**config.mk**
```make
export PLATFORM = sky130hd
export DESIGN_NAME = led_pattern_arbiter
export DESIGN_NICKNAME = d
export VERILOG_FILES = /design/src/rtl/led_pattern_arbiter.sv
export SDC_FILE = /design/constraint.sdc
export NUM_CORES = 1
export LEC_CHECK = 0
export CAP_MARGIN = 20
export CORE_ASPECT_RATIO = 0.8
export CORE_MARGIN = 3
export CORE_UTILIZATION = 50
export CTS_CLUSTER_DIAMETER = 50
export CTS_CLUSTER_SIZE = 16
export DETAILED_ROUTE_END_ITERATION = 6
export PLACE_DENSITY = 0.82
export SYNTH_ARGS = -nofsm -noshare
export SYNTH_HDL_FRONTEND = slang
export SYNTH_SLANG_ARGS = --single-unit
```
**constraint.sdc**
```tcl
create_clock -name clk -period 5.7 [get_ports clk]
set_clock_uncertainty 0.2 [all_clocks]
set_input_delay 1.14 -clock clk [delete_from_list [all_inputs] [get_ports clk]]
set_output_delay 1.14 -clock clk [all_outputs]
set_load 0.01 [all_outputs]
```
**src/rtl/led_pattern_arbiter.sv**
```systemverilog
// led_pattern_arbiter
//   Round-robin owner of a 5-bit LED bank shared by two pattern sequences.
//   req[0] requests the rotate sequence, req[1] the blink sequence. A granted
//   sequence runs for 6 steps of STEP_DIV enabled cycles each, then pulses
//   done for its requester and returns to idle for at least one cycle.
//
// Parameters
//   STEP_DIV  - enabled clock cycles per pattern step (2 .. 2^24-1)
//   DIV_WIDTH - step divider width in bits
//
// Ports
//   clk    in   single clock, posedge
//   reset  in   synchronous active-high reset
//   enable in   step timebase gate; low pauses the running sequence
//   req    in   [1:0] level requests (0 = rotate, 1 = blink)
//   abort  in   (only with LED_ARB_ABORT_EN) drop the running sequence
//   grant  out  [1:0] one-hot owner, 0 when idle
//   busy   out  a sequence is running
//   done   out  [1:0] one-cycle completion pulse per requester
//   leds   out  [4:0] registered LED drive
//
// Build option
//   LED_ARB_ABORT_EN - adds the abort input. Without it every granted
//                      sequence runs to completion or reset.

module led_pattern_arbiter #(
    parameter int unsigned STEP_DIV  = 1200000,
    parameter int unsigned DIV_WIDTH = 24
) (
    input  logic       clk,
    input  logic       reset,
    input  logic       enable,
`ifdef LED_ARB_ABORT_EN
    input  logic       abort,
`endif
    input  logic [1:0] req,
    output logic [1:0] grant,
    output logic       busy,
    output logic [1:0] done,
    output logic [4:0] leds
);

    localparam logic [DIV_WIDTH-1:0] DivLast = DIV_WIDTH'(STEP_DIV - 1);
    localparam logic [DIV_WIDTH-1:0] DivOne  = DIV_WIDTH'(1);
    localparam logic [2:0]           StepLast = 3'd5;

    typedef enum logic [0:0] {StIdle, StRun} state_e;

    state_e               state_q;
    logic [DIV_WIDTH-1:0] div_q;
    logic [2:0]           step_q;
    // Requester served most recently; 1 after reset so req[0] wins the first tie.
    logic                 last_q;
    logic [1:0]           pick;

    function automatic logic [4:0] pattern(input logic blink, input logic [2:0] idx);
        logic [4:0] p;
        p = 5'h00;
        if (blink) begin
            p = idx[0] ? 5'h00 : 5'h1F;
        end else begin
            case (idx)
                3'd0:    p = 5'h01;
                3'd1:    p = 5'h03;
                3'd2:    p = 5'h06;
                3'd3:    p = 5'h0C;
                3'd4:    p = 5'h08;
                default: p = 5'h00;
            endcase
        end
        return p;
    endfunction

    // Single requester wins outright; on a tie the one not served last wins.
    always_comb begin
        pick = req;
        if (req == 2'b11) begin
            pick = last_q ? 2'b01 : 2'b10;
        end
    end

    always_ff @(posedge clk) begin
        if (reset) begin
            state_q <= StIdle;
            grant   <= 2'b00;
            busy    <= 1'b0;
            done    <= 2'b00;
            leds    <= 5'h00;
            div_q   <= '0;
            step_q  <= 3'd0;
            last_q  <= 1'b1;
        end else begin
            done <= 2'b00;
            case (state_q)
                StIdle: begin
                    if (req != 2'b00) begin
                        state_q <= StRun;
                        grant   <= pick;
                        busy    <= 1'b1;
                        div_q   <= '0;
                        step_q  <= 3'd0;
                        leds    <= pattern(pick[1], 3'd0);
                    end
                end
                StRun: begin
`ifdef LED_ARB_ABORT_EN
                    if (abort) begin
                        state_q <= StIdle;
                        grant   <= 2'b00;
                        busy    <= 1'b0;
                        leds    <= 5'h00;
                        div_q   <= '0;
                        step_q  <= 3'd0;
                        last_q  <= grant[1];
                    end else
`endif
                    if (!enable) begin
                        // Pause: a resumed step gets a full period again.
                        div_q <= '0;
                    end else if (div_q != DivLast) begin
                        div_q <= div_q + DivOne;
                    end else begin
                        div_q <= '0;
                        if (step_q == StepLast) begin
                            state_q <= StIdle;
                            done    <= grant;
                            grant   <= 2'b00;
                            busy    <= 1'b0;
                            leds    <= 5'h00;
                            step_q  <= 3'd0;
                            last_q  <= grant[1];
                        end else begin
                            step_q <= step_q + 3'd1;
                            leds   <= pattern(grant[1], step_q + 3'd1);
                        end
                    end
                end
                default: state_q <= StIdle;
            endcase
        end
    end

endmodule

```
==> impl_metrics.env, run 1 <==
export IMPL_grtUsageTotal_pct=20.6
export IMPL_r2r_slack_ps=2890
export IMPL_crit_fanout=22
export IMPL_setup_tns_ps=0
export IMPL_rr_worst_depth=6
export IMPL_max_stage_delay_ps=590
export IMPL_hpwlAfterDp_um=3360
export IMPL_clk_pin_slew_ps=70
export IMPL_cts_buffers=5
export IMPL_drive_gt1_share_pct=8.96
export IMPL_rsz0062_at_grt="no"
export IMPL_yosys_area_share_simple_pct=37.2
export IMPL_startpoint_type="input port"
export IMPL_syn_inst=258
export IMPL_clockBufferDepth=2
export IMPL_setup_viol=0
export IMPL_synth_top_family_by_area="simple AND/OR/NAND/NOR gates"
export IMPL_grt_overflow=0
export IMPL_clock_sinks=39
export IMPL_cts_setup_buffers=0
export IMPL_r2r_start="div_q[0]$_SDFFE_PP0P_"
export IMPL_dr_pass1_iters=5
export IMPL_irDropWorstVdd_mv=0.197
export IMPL_worstHoldStart="grant[0]$_SDFFE_PP0P_"
export IMPL_diodes=0
export IMPL_timing_final_ws_setup_ps=2570
export IMPL_synth_seq_area_share_pct=37.4
export IMPL_grt_pass1_wl_um=8320
export IMPL_postRouteAntennaNets=0
export IMPL_power_density_nw_per_um2=217
export IMPL_grt_max_degree=37
export IMPL_first_global_vias=1799
export IMPL_avgViaCountPerCell=6.28
export IMPL_r2r_end="leds[2]$_SDFFE_PP0P_"
export IMPL_post_drt_wl_per_cell_um=15.2
export IMPL_cts_root_buffer="clkbuf_8"
export IMPL_clk_latency_ps=290
export IMPL_synthesis_nets=265
export IMPL_clock_fmax_mhz=319
export IMPL_hp_class="flip-flop to flip-flop"
export IMPL_cts_max_level=2
export IMPL_flow_area_growth_from_synthesis_pct=12.1
export IMPL_num_rows=20
export IMPL_hold_viol_final=0
export IMPL_synth_compound_area_share_pct=17.4
export IMPL_period_share_pct=55.0
export IMPL_synth_adder_area_share_pct=1.20
export IMPL_critPathCaptureType="flip-flop"
export IMPL_slew_viol_final=0
export IMPL_start_util_pct=53.5
export IMPL_yosysWarnings=0
export IMPL_ys_types=51
export IMPL_arrival_ps=3110
export IMPL_cp_top_family="simple AND/OR/NAND/NOR gates"
export IMPL_portBuffers=14
export IMPL_maxCapViolations=0
export IMPL_wl_um=4900
export IMPL_synthMuxAreaShare_pct=0.959
export IMPL_cp_slowest_cell="or4_1"
export IMPL_mostFrequentLayoutCells="dfxtp_1 (39), nor2_1 (23), nand3_1 (22)"
export IMPL_p_leak_nw=0.814
export IMPL_die_x_um=78.3
export IMPL_whs_endpoint="grant[0]$_SDFFE_PP0P_"
export IMPL_synth_seq_cells=39
export IMPL_cp_required_ps=5680
export IMPL_crit_chain="clkdlybuf4s50_1, nor3_2, buf_4, or4_1, nor2_1, a21oi_1, o221a_2"
export IMPL_relSlewSlack_pct=45.5
export IMPL_hold_buffers=0
export IMPL_holdPathStages=2
export IMPL_die_area_um2=4990
export IMPL_synth_area_leaders="dfxtp_1 (37%), nand3_1 (5.3%), nor2_1 (4.1%)"
export IMPL_ctsResizeCount=0
export IMPL_synth_avg_cell_area_um2=8.09
export IMPL_core_um2=3900
export IMPL_worst_pin_slew_ps=810
export IMPL_cts_tree="yes"
export IMPL_yosys_most_used_dff="dfxtp_1"
export IMPL_dpl_worst_slack_ps=2310
export IMPL_synth_area_um2=2090
export IMPL_num_fill_cells=361
export IMPL_drc_errors=0
export IMPL_synth_xor_area_share_pct=1.68
export IMPL_final_common_cell="dfxtp_1"
export IMPL_synth_top_area_share_pct=37.4
export IMPL_outcome="complete, no violations"
export IMPL_synth_edf_count=0
export IMPL_fin_nets=274
export IMPL_io_pins=15
export IMPL_worst_path_buf_inv=2
export IMPL_die_h_um=63.8
export IMPL_place_congestion=0.857
export IMPL_yosysTopAreaCell="dfxtp_1"
export IMPL_drt_iter0_markers=227
export IMPL_async_flop_share_pct=0
export IMPL_grt_antenna_before_repair=0
export IMPL_layout_min_cycle_time_ps=3130
export IMPL_num_vias=2030
export IMPL_crit_type="input port to flip-flop"
layer usage:
layer / GRT usage, % / routed length, µm / up-vias
met5: 0 / 0 / -
met4: 9.83 / 89 / 0
met3: 4.51 / 323 / 11
met2: 28.1 / 2030 / 79
met1: 30.3 / 2460 / 943
li1: - / - / 997
cell usage after synthesis (2+ instances only):
library cell  count
and2_1            3
and3_1           11
a31oi_1           3
nor2b_1           2
xnor2_1           2
o41ai_1           2
and4_1            4
or2_2             2
nand2_1          16
nor3b_2           2
or4_4             2
nand3_1          22
o21ai_0          14
a311oi_1          3
dfxtp_1          39
a311o_1           3
xor2_1            2
nand4_1          13
nor2_1           23
inv_1             6
a21oi_1          13
nor3_1           11
nand3_2           2
or4_1             6
nor4_1            6
clkbuf_1         12
nand3b_1          3
a211oi_1          5
ha_1              2
mux2i_1           2
nand2b_1          2
worst min-delay path, stage by stage (launching register included):
cell and delay, ps:
dfxtp_1 320, nand3_1 60, a21oi_1 60
sequential cells by signal (all words and copies together), names as in the netlist:
register	cells
grant	2
div_q	24
done	2
leds	5
step_q	3
last_q	1
busy	1
state_q	1
area by class of cell:
cell class | instances | area, µm² | share of cell area, %
Multi-Input combinational cell | 198 | 1220 | 52.3
Clock inverter | 1 | 5.00 | 0.214
Inverter | 6 | 22.5 | 0.962
Tap cell | 55 | 68.8 | 2.94
Timing Repair Buffer | 17 | 163 | 6.95
Sequential cell | 39 | 781 | 33.4
Clock buffer | 7 | 76.3 | 3.26
logic make-up after synthesis:
logic type	Yosys count
AOI/OAI and AO/OA	54
and+or+nand+nor	136
muxes	2
buffers and inverters	21
adders and majority gates	2
xor gates and xnor gates	4
DFF	39
stage by stage:
stage	cells	power [mW]	hold WS [ps]	utilization, %	cell area [µm²]
after floorplan	258	0.316	271	-	2090
after global placement	315	0.335	269	57.9	2260
after detailed placement	315	0.336	288	57.9	2260
after CTS	323	0.511	299	60.0	2340
after global routing	323	0.531	317	60.0	2340
final	323	0.509	293	60.0	2340
worst max-delay path by stage:
stage	startpoint	to	slack [ps]	cells past startpoint
final	req[1]	div_q[14]$_SDFFE_PP0P_	2570	7
after global routing	req[1]	div_q[14]$_SDFFE_PP0P_	2480	7
after CTS	req[1]	div_q[14]$_SDFFE_PP0P_	2600	7
after detailed placement	req[1]	div_q[14]$_SDFFE_PP0P_	2310	7
after global placement	req[1]	div_q[14]$_SDFFE_PP0P_	2340	7
after floorplan	req[1]	div_q[14]$_SDFFE_PP0P_	3170	5
power by group:
part / switching, mW / internal [mW]
clock: 0.0927 / 0.0859
sequential: 0.00523 / 0.278
combinational: 0.0281 / 0.0190
total: 0.126 / 0.382
Note: power is estimated with default switching activity, not from simulation.
==> run 2, diff against run 1 <==
Clock period 5.7 ns to 3.2 ns, I/O delays scaled along.
==> impl_metrics.env, run 2 (synthesis gave the netlist of run 1 again) <==
export IMPL_outcome="complete, no violations"
export IMPL_num_rows=20
export IMPL_hold_viol_final=0
export IMPL_arrival_ps=2670
export IMPL_hold_buffers=0
export IMPL_diodes=0
export IMPL_grt_antenna_before_repair=0
export IMPL_power_density_nw_per_um2=403
export IMPL_cts_max_level=2
export IMPL_critPathCaptureType="flip-flop"
export IMPL_p_leak_nw=0.838
export IMPL_io_pins=15
export IMPL_flow_area_growth_from_synthesis_pct=14.1
export IMPL_timing_final_ws_setup_ps=518
export IMPL_dp_cells=318
export IMPL_r2r_slack_ps=520
export IMPL_cts_tree="yes"
export IMPL_crit_type="flip-flop to flip-flop"
export IMPL_slew_viol_final=0
export IMPL_relSlewSlack_pct=51.3
export IMPL_portBuffers=14
export IMPL_grt_overflow=0
export IMPL_clock_sinks=39
export IMPL_final_common_cell="dfxtp_1"
export IMPL_drc_errors=0
export IMPL_avgViaCountPerCell=6.22
export IMPL_num_vias=2029
export IMPL_dr_pass1_iters=5
export IMPL_crit_chain="ha_1, nand3_2, or4_4, o21ai_1, nor4_1, a311o_1"
export IMPL_maxCapViolations=0
export IMPL_num_fill_cells=368
export IMPL_instances_no_fill=326
export IMPL_die_x_um=78.3
export IMPL_startpoint_type="flip-flop"
export IMPL_clockBufferDepth=2
export IMPL_cts_setup_buffers=0
export IMPL_layout_min_cycle_time_ps=2680
export IMPL_drive_gt1_share_pct=10.3
export IMPL_setup_tns_ps=0
export IMPL_cts_buffers=5
export IMPL_dpl_worst_slack_ps=525
export IMPL_die_h_um=63.8
export IMPL_clk_latency_ps=300
export IMPL_drt_iter0_markers=212
export IMPL_p_total_uw=961
export IMPL_die_area_um2=4990
export IMPL_ctsResizeCount=0
export IMPL_whs_ps=292
export IMPL_core_um2=3900
export IMPL_grt_max_degree=26
export IMPL_rsz0062_at_grt="no"
export IMPL_first_global_vias=1811
export IMPL_place_congestion=0.931
export IMPL_max_stage_delay_ps=620
export IMPL_postRouteAntennaNets=0
export IMPL_grtUsageTotal_pct=21.7
export IMPL_post_drt_wl_per_cell_um=14.8
export IMPL_worst_pin_slew_ps=729
export IMPL_setup_viol=0
export IMPL_hp_class="flip-flop to flip-flop"
export IMPL_fin_nets=277
export IMPL_start_util_pct=53.5
export IMPL_crit_fanout=8
export IMPL_period_share_pct=83.8
export IMPL_cp_required_ps=3190
export IMPL_cp_slowest_cell="or4_4"
export IMPL_multi_input_area_um2=1220
export IMPL_mostFrequentLayoutCells="dfxtp_1 (39), nor2_1 (23), nand3_1 (22)"
export IMPL_clock_fmax_mhz=373
export IMPL_hpwlAfterDp_um=3310
export IMPL_largest_reg_flops=24
export IMPL_cts_root_buffer="clkbuf_8"
export IMPL_grt_pass1_wl_um=8600
export IMPL_regArea_um2=781
export IMPL_irDropWorstVdd_mv=0.257
export IMPL_clk_pin_slew_ps=70
export IMPL_wl_um=4840
export IMPL_top_regs="div_q x24, leds x5, step_q x3"
export IMPL_top_register="div_q"
## run 2: changes by cell type in the layout (fill, tap and decap cells not counted)
| cell | previous run | this run |
|---|---|---|
| clkinv_2 | 1 | 0 |
| clkbuf_1 | 2 | 1 |
| clkbuf_8 | 5 | 7 |
| buf_4 | 3 | 6 |
## run 2: path summary, 6_finish.rpt
kind | from | endpoint | cells past startpoint
setup reg to reg | div_q[0]$_SDFFE_PP0P_ | div_q[7]$_SDFFE_PP0P_ | 6
setup / recovery | div_q[0]$_SDFFE_PP0P_ | div_q[7]$_SDFFE_PP0P_ | 6
hold reg to reg | grant[0]$_SDFFE_PP0P_ | grant[0]$_SDFFE_PP0P_ | 2
hold / removal | grant[0]$_SDFFE_PP0P_ | grant[0]$_SDFFE_PP0P_ | 2
## run 2: per-stage QoR
step	util (%)	area, µm²
finish	61.0	2380
global route	61.0	2380
CTS	61.0	2380
detailed placement	58.5	2280
global placement	58.5	2280
floorplan	-	2090
## run 2: final cells by class
cell class	instances	area share (%)
multi-input combinational	198	51.4
clock buffer	8	4.20
inverter	6	0.945
sequential	39	32.8
timing repair buffer	20	7.77
tap	55	2.89
## run 2: per-layer routing
metal / track usage, % / vias up / routed length, µm / share of wire (%)
met4: 7.86 / 0 / 102 / 2.1
met1: 30.7 / 940 / 2450 / 51
met5: 0 / - / 0 / 0
li1: - / 1014 / - / -
met3: 7.32 / 11 / 284 / 5.9
met2: 30.4 / 64 / 2000 / 41
## run 2: worst max-delay path, delay by kind of cell (launching register included)
family	cells	cell delay, ps
AO/OA/AOI/OAI	2	840
adder cells (fa/ha/maj)	1	230
flip-flops	1	390
AND/OR/NAND/NOR	3	910
## run 2: power breakdown
part           total [mW]  internal, mW  leakage (nW)  switching [mW]
Sequential          0.504         0.494         0.316         0.00932
Combinational      0.0869        0.0367         0.470          0.0502
Clock               0.370         0.197        0.0515           0.174
Total               0.961         0.728         0.838           0.233
==> run 3, diff against run 2 <==
Clock period 3.2 ns to 2.65 ns, I/O delays scaled along.
==> impl_metrics.env, run 3 (synthesis gave the netlist of run 1 again) <==
export IMPL_whs_ps=289
export IMPL_outcome="complete, no violations"
export IMPL_fin_nets=281
export IMPL_num_rows=20
export IMPL_core_um2=3900
export IMPL_post_drt_wl_per_cell_um=14.8
export IMPL_period_share_pct=96.1
export IMPL_postRouteAntennaNets=0
export IMPL_hp_class="flip-flop to flip-flop"
export IMPL_num_fill_cells=351
export IMPL_setup_viol=0
export IMPL_avgViaCountPerCell=6.22
export IMPL_grt_max_degree=26
export IMPL_clock_sinks=39
export IMPL_setup_tns_ps=0
export IMPL_wl_um=4880
export IMPL_crit_type="flip-flop to flip-flop"
export IMPL_grt_overflow=0
export IMPL_rsz0062_at_grt="no"
export IMPL_top_regs="div_q x24, leds x5, step_q x3"
export IMPL_final_common_cell="dfxtp_1"
export IMPL_num_vias=2053
export IMPL_grt_pass1_wl_um=8350
export IMPL_hold_buffers=0
export IMPL_r2r_start="div_q[0]$_SDFFE_PP0P_"
export IMPL_startpoint_type="flip-flop"
export IMPL_clock_fmax_mhz=393
export IMPL_timing_final_ws_setup_ps=104
export IMPL_p_leak_nw=0.858
export IMPL_io_pins=15
export IMPL_mostFrequentLayoutCells="dfxtp_1 (39), nor2_1 (23), nand3_1 (22)"
export IMPL_place_congestion=0.905
export IMPL_drt_iter0_markers=219
export IMPL_top_register="div_q"
export IMPL_irDropWorstVdd_mv=0.320
export IMPL_clk_latency_ps=290
export IMPL_p_total_mw=1.15
export IMPL_worst_pin_slew_ps=721
export IMPL_drc_errors=0
export IMPL_r2r_end="state_q$_SDFF_PP0_"
export IMPL_hold_viol_final=0
export IMPL_clockBufferDepth=2
export IMPL_critPathLaunch="div_q[0]$_SDFFE_PP0P_"
export IMPL_drive_gt1_share_pct=12.0
export IMPL_cts_tree="yes"
export IMPL_arrival_ps=2530
export IMPL_cp_required_ps=2640
export IMPL_die_x_um=78.3
export IMPL_hpwlAfterDp_um=3390
export IMPL_grt_antenna_before_repair=0
export IMPL_start_util_pct=53.5
export IMPL_clk_pin_slew_ps=70
export IMPL_critPathCaptureType="flip-flop"
export IMPL_maxCapViolations=0
export IMPL_power_density_nw_per_um2=477
export IMPL_crit_end="state_q$_SDFF_PP0_"
export IMPL_flow_area_growth_from_synthesis_pct=15.8
export IMPL_largest_reg_flops=24
export IMPL_cts_buffers=5
export IMPL_slew_viol_final=0
export IMPL_cts_max_level=2
export IMPL_rr_worst_depth=5
export IMPL_diodes=0
export IMPL_r2r_slack_ps=100
export IMPL_portBuffers=14
export IMPL_layout_min_cycle_time_ps=2550
export IMPL_die_area_um2=4990
export IMPL_cts_root_buffer="clkbuf_8"
export IMPL_die_h_um=63.8
export IMPL_relSlewSlack_pct=51.9
export IMPL_crit_fanout=8
export IMPL_grtUsageTotal_pct=21.0
export IMPL_dr_pass1_iters=5
export IMPL_dpl_worst_slack_ps=104
export IMPL_first_global_vias=1733
run 3: routing by layer:
metal  part of all wire (%)  routed length [µm]  global-route usage [%]
met1                     48                2350                    30.2
met4                    1.5                  71                    5.90
met3                    7.9                 387                    6.06
met2                     42                2070                    30.7
met5                      0                   0                       0
run 3: final cells by class:
class	count	area, µm²	area share [%]
clock buffers	8	100	4.14
inverters	6	22.5	0.931
multi-input cells	198	1230	50.9
flip-flops and latches	39	781	32.3
well taps	55	68.8	2.85
repair buffers	24	215	8.90
run 3: worst min path at each step:
stage                     slack, ps             startpoint               endpoint  depth (start not counted)
after floorplan                 270  div_q[6]$_SDFFE_PP0P_  div_q[6]$_SDFFE_PP0P_                          1
after global placement          270  grant[0]$_SDFFE_PP0P_  grant[0]$_SDFFE_PP0P_                          2
after detailed placement        290  grant[0]$_SDFFE_PP0P_  grant[0]$_SDFFE_PP0P_                          2
after CTS                       300  grant[0]$_SDFFE_PP0P_  grant[0]$_SDFFE_PP0P_                          2
after global routing            320   leds[2]$_SDFFE_PP0P_   leds[2]$_SDFFE_PP0P_                          1
final                           290  grant[0]$_SDFFE_PP0P_  grant[0]$_SDFFE_PP0P_                          2
run 3: timing repair:
action	4_1_cts	5_1_grt
resized for setup	0	2
endpoints found under the setup margin	0	6
buffers inserted	0	0
run 3: per-stage QoR:
stage	util (%)	instances	cell area, µm²
6_report	62.0	330	2420
5_1_grt	62.0	330	2420
3_3_place_gp	59.2	322	2310
3_5_place_dp	59.2	322	2310
4_1_cts	61.8	330	2410
2_1_floorplan	-	258	2090
run 3: worst max-delay path: stages (launching register included):
cell and delay, ps:
dfxtp_1 400, ha_1 250, nand3_2 190, or4_4 620, or4_4 570, and3_1 210
run 3: power breakdown:
| group | switching (mW) | internal, mW | total, mW |
|---|---|---|---|
| registers | 0.0112 | 0.597 | 0.608 |
| logic | 0.0625 | 0.0470 | 0.109 |
| clock network | 0.199 | 0.237 | 0.436 |
| total | 0.273 | 0.881 | 1.15 |
